`config.mk`:
```
export PLATFORM = sky130hd
export DESIGN_NAME = brick_divider_seq
export DESIGN_NICKNAME = d
export VERILOG_FILES = /design/src/rtl/brick_arith_pkg.sv /design/src/rtl/brick_divider_seq_div_step.sv /design/src/rtl/brick_divider_seq.sv
export SDC_FILE = /design/constraint.sdc
export NUM_CORES = 1
export LEC_CHECK = 0
export CORE_MARGIN = 1
export CORE_UTILIZATION = 55
export CTS_BUF_LIST = sky130_fd_sc_hd__clkbuf_2
export CTS_CLUSTER_DIAMETER = 60
export DETAILED_ROUTE_END_ITERATION = 16
export PLACE_DENSITY = 0.79
export RECOVER_POWER = 100
export SLEW_MARGIN = 5
export SYNTH_ARGS = -nofsm -noshare
export SYNTH_HDL_FRONTEND = slang
export SYNTH_SLANG_ARGS = --single-unit
export TNS_END_PERCENT = 30
```
`constraint.sdc`:
```
create_clock -name clk -period 6.7 [get_ports clk]
set_clock_uncertainty 0.15 [all_clocks]
set_input_delay 1.34 -clock clk [delete_from_list [all_inputs] [get_ports clk]]
set_output_delay 1.34 -clock clk [all_outputs]
set_load 0.01 [all_outputs]
```
`src/rtl/brick_arith_pkg.sv`:
```
// Shared types and constants for the arithmetic-unit bricks (divider FSM states, counter sizing).
package brick_arith_pkg;

  typedef enum logic [1:0] {
    IDLE = 2'd0,
    CALC = 2'd1,
    DONE = 2'd2
  } div_state_e;

  // Bits needed to hold an iteration count of 0..w
  function automatic int unsigned cnt_width(input int unsigned w);
    return $clog2(w + 1);
  endfunction

  // Quotient reported for a zero divisor; truncated to the operand width by the user
  localparam logic [63:0] DIV0_QUOTIENT = '1;

endpackage

```
`src/rtl/brick_divider_seq_div_step.sv`:
```
// One restoring-division iteration: shift in a dividend bit, trial-subtract the divisor.
module div_step #(
  parameter int unsigned WIDTH = 8
) (
  input  logic [WIDTH-1:0] rem,
  input  logic             in_bit,
  input  logic [WIDTH-1:0] dvs,
  output logic [WIDTH-1:0] rem_next_c,
  output logic             q_bit_c
);

  logic [WIDTH:0] shifted;
  logic [WIDTH:0] trial;

  // rem < dvs always holds, so the (WIDTH+1)-bit difference cannot wrap and its MSB is the sign
  always_comb begin
    shifted    = {rem, in_bit};
    trial      = shifted - {1'b0, dvs};
    q_bit_c    = ~trial[WIDTH];
    rem_next_c = q_bit_c ? trial[WIDTH-1:0] : shifted[WIDTH-1:0];
  end

endmodule

```
`src/rtl/brick_divider_seq.sv`:
```
// Iterative radix-2 restoring divider, signed (truncating) or unsigned, valid/ready on both sides.
// Optional BRICK_DIVIDER_EARLY_OUT_EN: skip iteration when |divisor| > |dividend|.
module brick_divider_seq
  import brick_arith_pkg::*;
#(
  parameter int unsigned WIDTH = 8
) (
  input  logic             clk,
  input  logic             rst_n,
  input  logic             in_valid,
  output logic             in_ready,
  input  logic [WIDTH-1:0] dividend,
  input  logic [WIDTH-1:0] divisor,
  input  logic             is_signed,
  output logic             out_valid,
  input  logic             out_ready,
  output logic [WIDTH-1:0] quotient,
  output logic [WIDTH-1:0] remainder,
  output logic             div_by_zero
);

  localparam int unsigned CW = cnt_width(WIDTH);

  div_state_e       state, state_d;
  logic [CW-1:0]    cnt, cnt_d;
  logic [WIDTH-1:0] rem_q, rem_d;
  logic [WIDTH-1:0] acc_q, acc_d;
  logic [WIDTH-1:0] dvs_q, dvs_d;
  logic             signed_q, signed_d;
  logic             dvd_neg_q, dvd_neg_d;
  logic             dvs_neg_q, dvs_neg_d;
  logic [WIDTH-1:0] quotient_d, remainder_d;
  logic             dz_d, in_ready_d, out_valid_d;

  logic [WIDTH-1:0] dvd_mag, dvs_mag;
  logic [WIDTH-1:0] step_rem;
  logic             step_q;
  logic [WIDTH-1:0] q_final;

  // acc_q shifts dividend bits out of the MSB while quotient bits enter at the LSB
  div_step #(.WIDTH(WIDTH)) u_step (
    .rem        (rem_q),
    .in_bit     (acc_q[WIDTH-1]),
    .dvs        (dvs_q),
    .rem_next_c (step_rem),
    .q_bit_c    (step_q)
  );

  always_comb begin
    state_d     = state;
    cnt_d       = cnt;
    rem_d       = rem_q;
    acc_d       = acc_q;
    dvs_d       = dvs_q;
    signed_d    = signed_q;
    dvd_neg_d   = dvd_neg_q;
    dvs_neg_d   = dvs_neg_q;
    quotient_d  = quotient;
    remainder_d = remainder;
    dz_d        = div_by_zero;

    dvd_mag = (is_signed && dividend[WIDTH-1]) ? (~dividend + WIDTH'(1)) : dividend;
    dvs_mag = (is_signed && divisor[WIDTH-1])  ? (~divisor + WIDTH'(1))  : divisor;
    q_final = {acc_q[WIDTH-2:0], step_q};

    case (state)
      IDLE: begin
        if (in_valid) begin
          signed_d  = is_signed;
          dvd_neg_d = dividend[WIDTH-1];
          dvs_neg_d = divisor[WIDTH-1];
          rem_d     = '0;
          acc_d     = dvd_mag;
          dvs_d     = dvs_mag;
          cnt_d     = CW'(WIDTH);
          dz_d      = 1'b0;
          if (divisor == '0) begin
            quotient_d  = WIDTH'(DIV0_QUOTIENT);
            remainder_d = dividend;
            dz_d        = 1'b1;
            state_d     = DONE;
          end
`ifdef BRICK_DIVIDER_EARLY_OUT_EN
          else if (dvs_mag > dvd_mag) begin
            quotient_d  = '0;
            remainder_d = dividend;
            state_d     = DONE;
          end
`endif
          else begin
            state_d = CALC;
          end
        end
      end
      CALC: begin
        rem_d = step_rem;
        acc_d = q_final;
        cnt_d = cnt - CW'(1);
        if (cnt == CW'(1)) begin
          // MIN / -1 wraps back to MIN here with no flag
          quotient_d  = (signed_q && (dvd_neg_q ^ dvs_neg_q)) ? (~q_final + WIDTH'(1)) : q_final;
          remainder_d = (signed_q && dvd_neg_q) ? (~step_rem + WIDTH'(1)) : step_rem;
          state_d     = DONE;
        end
      end
      DONE: begin
        if (out_ready) state_d = IDLE;
      end
      default: state_d = IDLE;
    endcase

    in_ready_d  = (state_d == IDLE);
    out_valid_d = (state_d == DONE);
  end

  always_ff @(posedge clk or negedge rst_n) begin
    if (!rst_n) begin
      state       <= IDLE;
      cnt         <= '0;
      rem_q       <= '0;
      acc_q       <= '0;
      dvs_q       <= '0;
      signed_q    <= 1'b0;
      dvd_neg_q   <= 1'b0;
      dvs_neg_q   <= 1'b0;
      quotient    <= '0;
      remainder   <= '0;
      div_by_zero <= 1'b0;
      in_ready    <= 1'b1;
      out_valid   <= 1'b0;
    end else begin
      state       <= state_d;
      cnt         <= cnt_d;
      rem_q       <= rem_d;
      acc_q       <= acc_d;
      dvs_q       <= dvs_d;
      signed_q    <= signed_d;
      dvd_neg_q   <= dvd_neg_d;
      dvs_neg_q   <= dvs_neg_d;
      quotient    <= quotient_d;
      remainder   <= remainder_d;
      div_by_zero <= dz_d;
      in_ready    <= in_ready_d;
      out_valid   <= out_valid_d;
    end
  end

endmodule

```
==> metrics.yaml <==
detailed_routing:
  first_pass_iters: 4
  drt_iter0_drc: 167
  vias: 2904
  vias_per_cell: 5.951
  drcViolationCount: 0
  wl_per_cell_um: 15.53
  drtAntennaViolNets: 0
  drt_wl_total_um: 7577
synthesis:
  yosys.area.top_type: "dfrtp_1"
  syn_nets: 418
  yosys_warnings: 0
  synth.distinct_cells: 54
  syn_avg_cell_area_um2: 8.664
  ys_top_cells_by_area: "dfrtp_1, xnor2_1, nand2_1"
  synth_top_area_share_pct: 38.46
  async_flop_share_pct: 100.0
  synth_seq_cells: 52
  ys_seq_area_share_pct: 39.25
  synthCells: 383
  synth-edff-count: 0
  syn_area_um2: 3318
  ys.flop_type: "dfrtp_1"
placed_design:
  dp_hpwl_um: 5540
  gp_congestion: 0.8340
  port_buffers: 39
  pre_cts_slack_ps: 2624
grt:
  grt_start_max_net_pins: 53
  grt-ovfl-total: 0
  grtUsageTotal_pct: 26.52
  grt_antenna_before_repair: 0
  grt_pass1_wl_um: 12970
  grt_pass1_vias: 2721
finish:
  fin_nets: 450
  drive_above_1_share_pct: 4.327
  antenna_cells: 0
  utilization_pct: 66.80
  syn2layout_area_growth_pct: 14.25
worst_setup_path:
  critPathKind: "reg2reg"
  r2r_end: "remainder[6]$_DFFE_PN0P_"
  worstPathArrival_ps: 4640
  crit-reg2reg-launch: "acc_q[7]$_DFFE_PN0P_"
  cp-start-kind: "flip-flop"
  r2r_cells: 12
  path_max_fanout: 32
  cp.required_ps: 6910
  crit_path_end_kind: "flip-flop"
  timing.reg2reg.setup_slack_ps: 2270
sta:
  rsz0062_at_grt: "no"
  fin_crit_ps: 4425
  hold_violations: 0
  timing.slew.headroom_pct: -86.81
  setup_viol: 0
  finalCritPeriodShare_pct: 66.05
  max_freq_mhz: 226.0
  post-route-worst-setup-slack_ps: 2275
  tns_ps: 0
  finalMaxSlewViolations: 53
  worst_pin_slew_ps: 2802
clock_tree:
  cts_max_path_buffers: 2
  post_cts_buffers: 0
  clock_latency_ps: 470
  clock-sinks: 52
  clkSlewWorstSetupHoldPaths_ps: 290
  cts_made_buffers: 5
  clock-root-buffer: "clkbuf_2"
  cts_tree: "done"
  ctsResizeCount: 0
  cts.htree.levels: 2
  cts_hold_buffers: 0
status:
  outcome: "finished with violations"
  violations: "capacitance limit, slew limit"
min_path:
  hold_path_depth: 1
  holdPathEnd: "remainder[2]$_DFFE_PN0P_"
  hold_path.class: "reg2reg"
  min-delay-start: "remainder[2]$_DFFE_PN0P_"
pwr:
  p_per_area_nw_per_um2: 587.9
  ir_drop_uv: 364.7
  p_leak_nw: 1.654
floorplanning:
  die_h_um: 79.67
  initial_core_util_pct: 58.47
  fp.dieW_um: 79.67
  core_area_um2: 5675
  die_area_um2: 6347
  rows: 27
  io-pin-count: 40
flow_run:
  max-cap-violations: 1
logic make-up after synthesis:
family / Yosys count / share of synthesized area (%)
buf+inv: 37 / 4.562
mux: 8 / 2.451
xor+xnor: 32 / 8.673
flops: 52 / 39.25
fa+ha+maj: 14 / 5.505
simple gates: 132 / 18.67
compound gates: 108 / 20.89
layout by cell type, fill, tap and decap left out, types with 11 or more instances in the layout:
cell type	n
xor2_1	11
clkdlybuf4s50_1	17
nor2_1	41
a21oi_1	26
dfrtp_1	51
xnor2_1	20
ha_1	13
nand3_1	11
dlygate4sd3_1	21
nand2_1	46
inv_1	20
o21ai_0	31
cell type report:
class,count,area (um^2)
clock buffers,5,25.02
clock inverters,3,46.29
fillers,513,1884
inverters,20,75.07
multi-input cells,294,1852
flip-flops and latches,52,1303
well taps,72,90.09
repair buffers,42,400.4
flip-flops by register name, indices dropped and copies added (netlist names):
name         flops
acc_q            8
dvs_q            8
quotient         8
rem_q            8
remainder        8
cnt              4
state            2
div_by_zero      1
dvd_neg_q        1
dvs_neg_q        1
in_ready         1
out_valid        1
signed_q         1
worst max-delay path by stage:
| stage | startpoint | endpoint | slack, ps | depth (start not counted) |
|---|---|---|---|---|
| 2_1_floorplan | divisor[3] | remainder[6]$_DFFE_PN0P_ | 3580 | 6 |
| 3_3_place_gp | divisor[3] | in_ready$_DFF_PN1_ | 2740 | 8 |
| 3_5_place_dp | divisor[3] | in_ready$_DFF_PN1_ | 2620 | 8 |
| 4_1_cts | divisor[3] | in_ready$_DFF_PN1_ | 3170 | 8 |
| 5_1_grt | acc_q[7]$_DFFE_PN0P_ | remainder[6]$_DFFE_PN0P_ | 1970 | 12 |
| 6_report | acc_q[7]$_DFFE_PN0P_ | remainder[6]$_DFFE_PN0P_ | 2270 | 12 |
Yosys cell counts, types with 8 or more instances:
cell      number
o211ai_1       8
xor2_1        11
a31oi_1        8
a21oi_1       26
nand3_1       11
dfrtp_1       51
xnor2_1       20
inv_1         20
clkbuf_1      12
ha_1          13
nor2_1        41
nand2_1       46
o21ai_0       31
per-stage QoR:
stage               std cells  total power [mW]  area [um^2]  hold WS [ps]
finish                    488             2.229         3791         359.4
global route              488             2.440         3791         378.6
CTS                       488             2.265         3811         368.8
detailed placement        480             2.092         3740         316.7
global placement          480             2.031         3740         310.7
floorplan                 383             1.717         3318         299.8
critical path: stages (launching register included):
cell and delay, ps:
dfrtp_1 530, inv_1 100, ha_1 170, inv_1 60, fa_1 430, a211oi_1 460, o211a_1 240, a221o_1 100
clkbuf_1 1050, mux2i_1 470, nand2b_1 160, a21oi_1 40, or3_1 370
metal layers:
metal / GRT usage, % / share of wire (%)
met2: 41.97 / 47
met3: 4.229 / 5.4
met4: 7.455 / 1.4
met1: 37.42 / 46
met5: 0 / 0
power by group:
part           internal [mW]  switching, mW  total, mW
Combinational          0.608          0.847       1.45
Sequential             0.468          0.134      0.603
Clock                 0.0652          0.107      0.172
(Power assumes the default switching activity.)
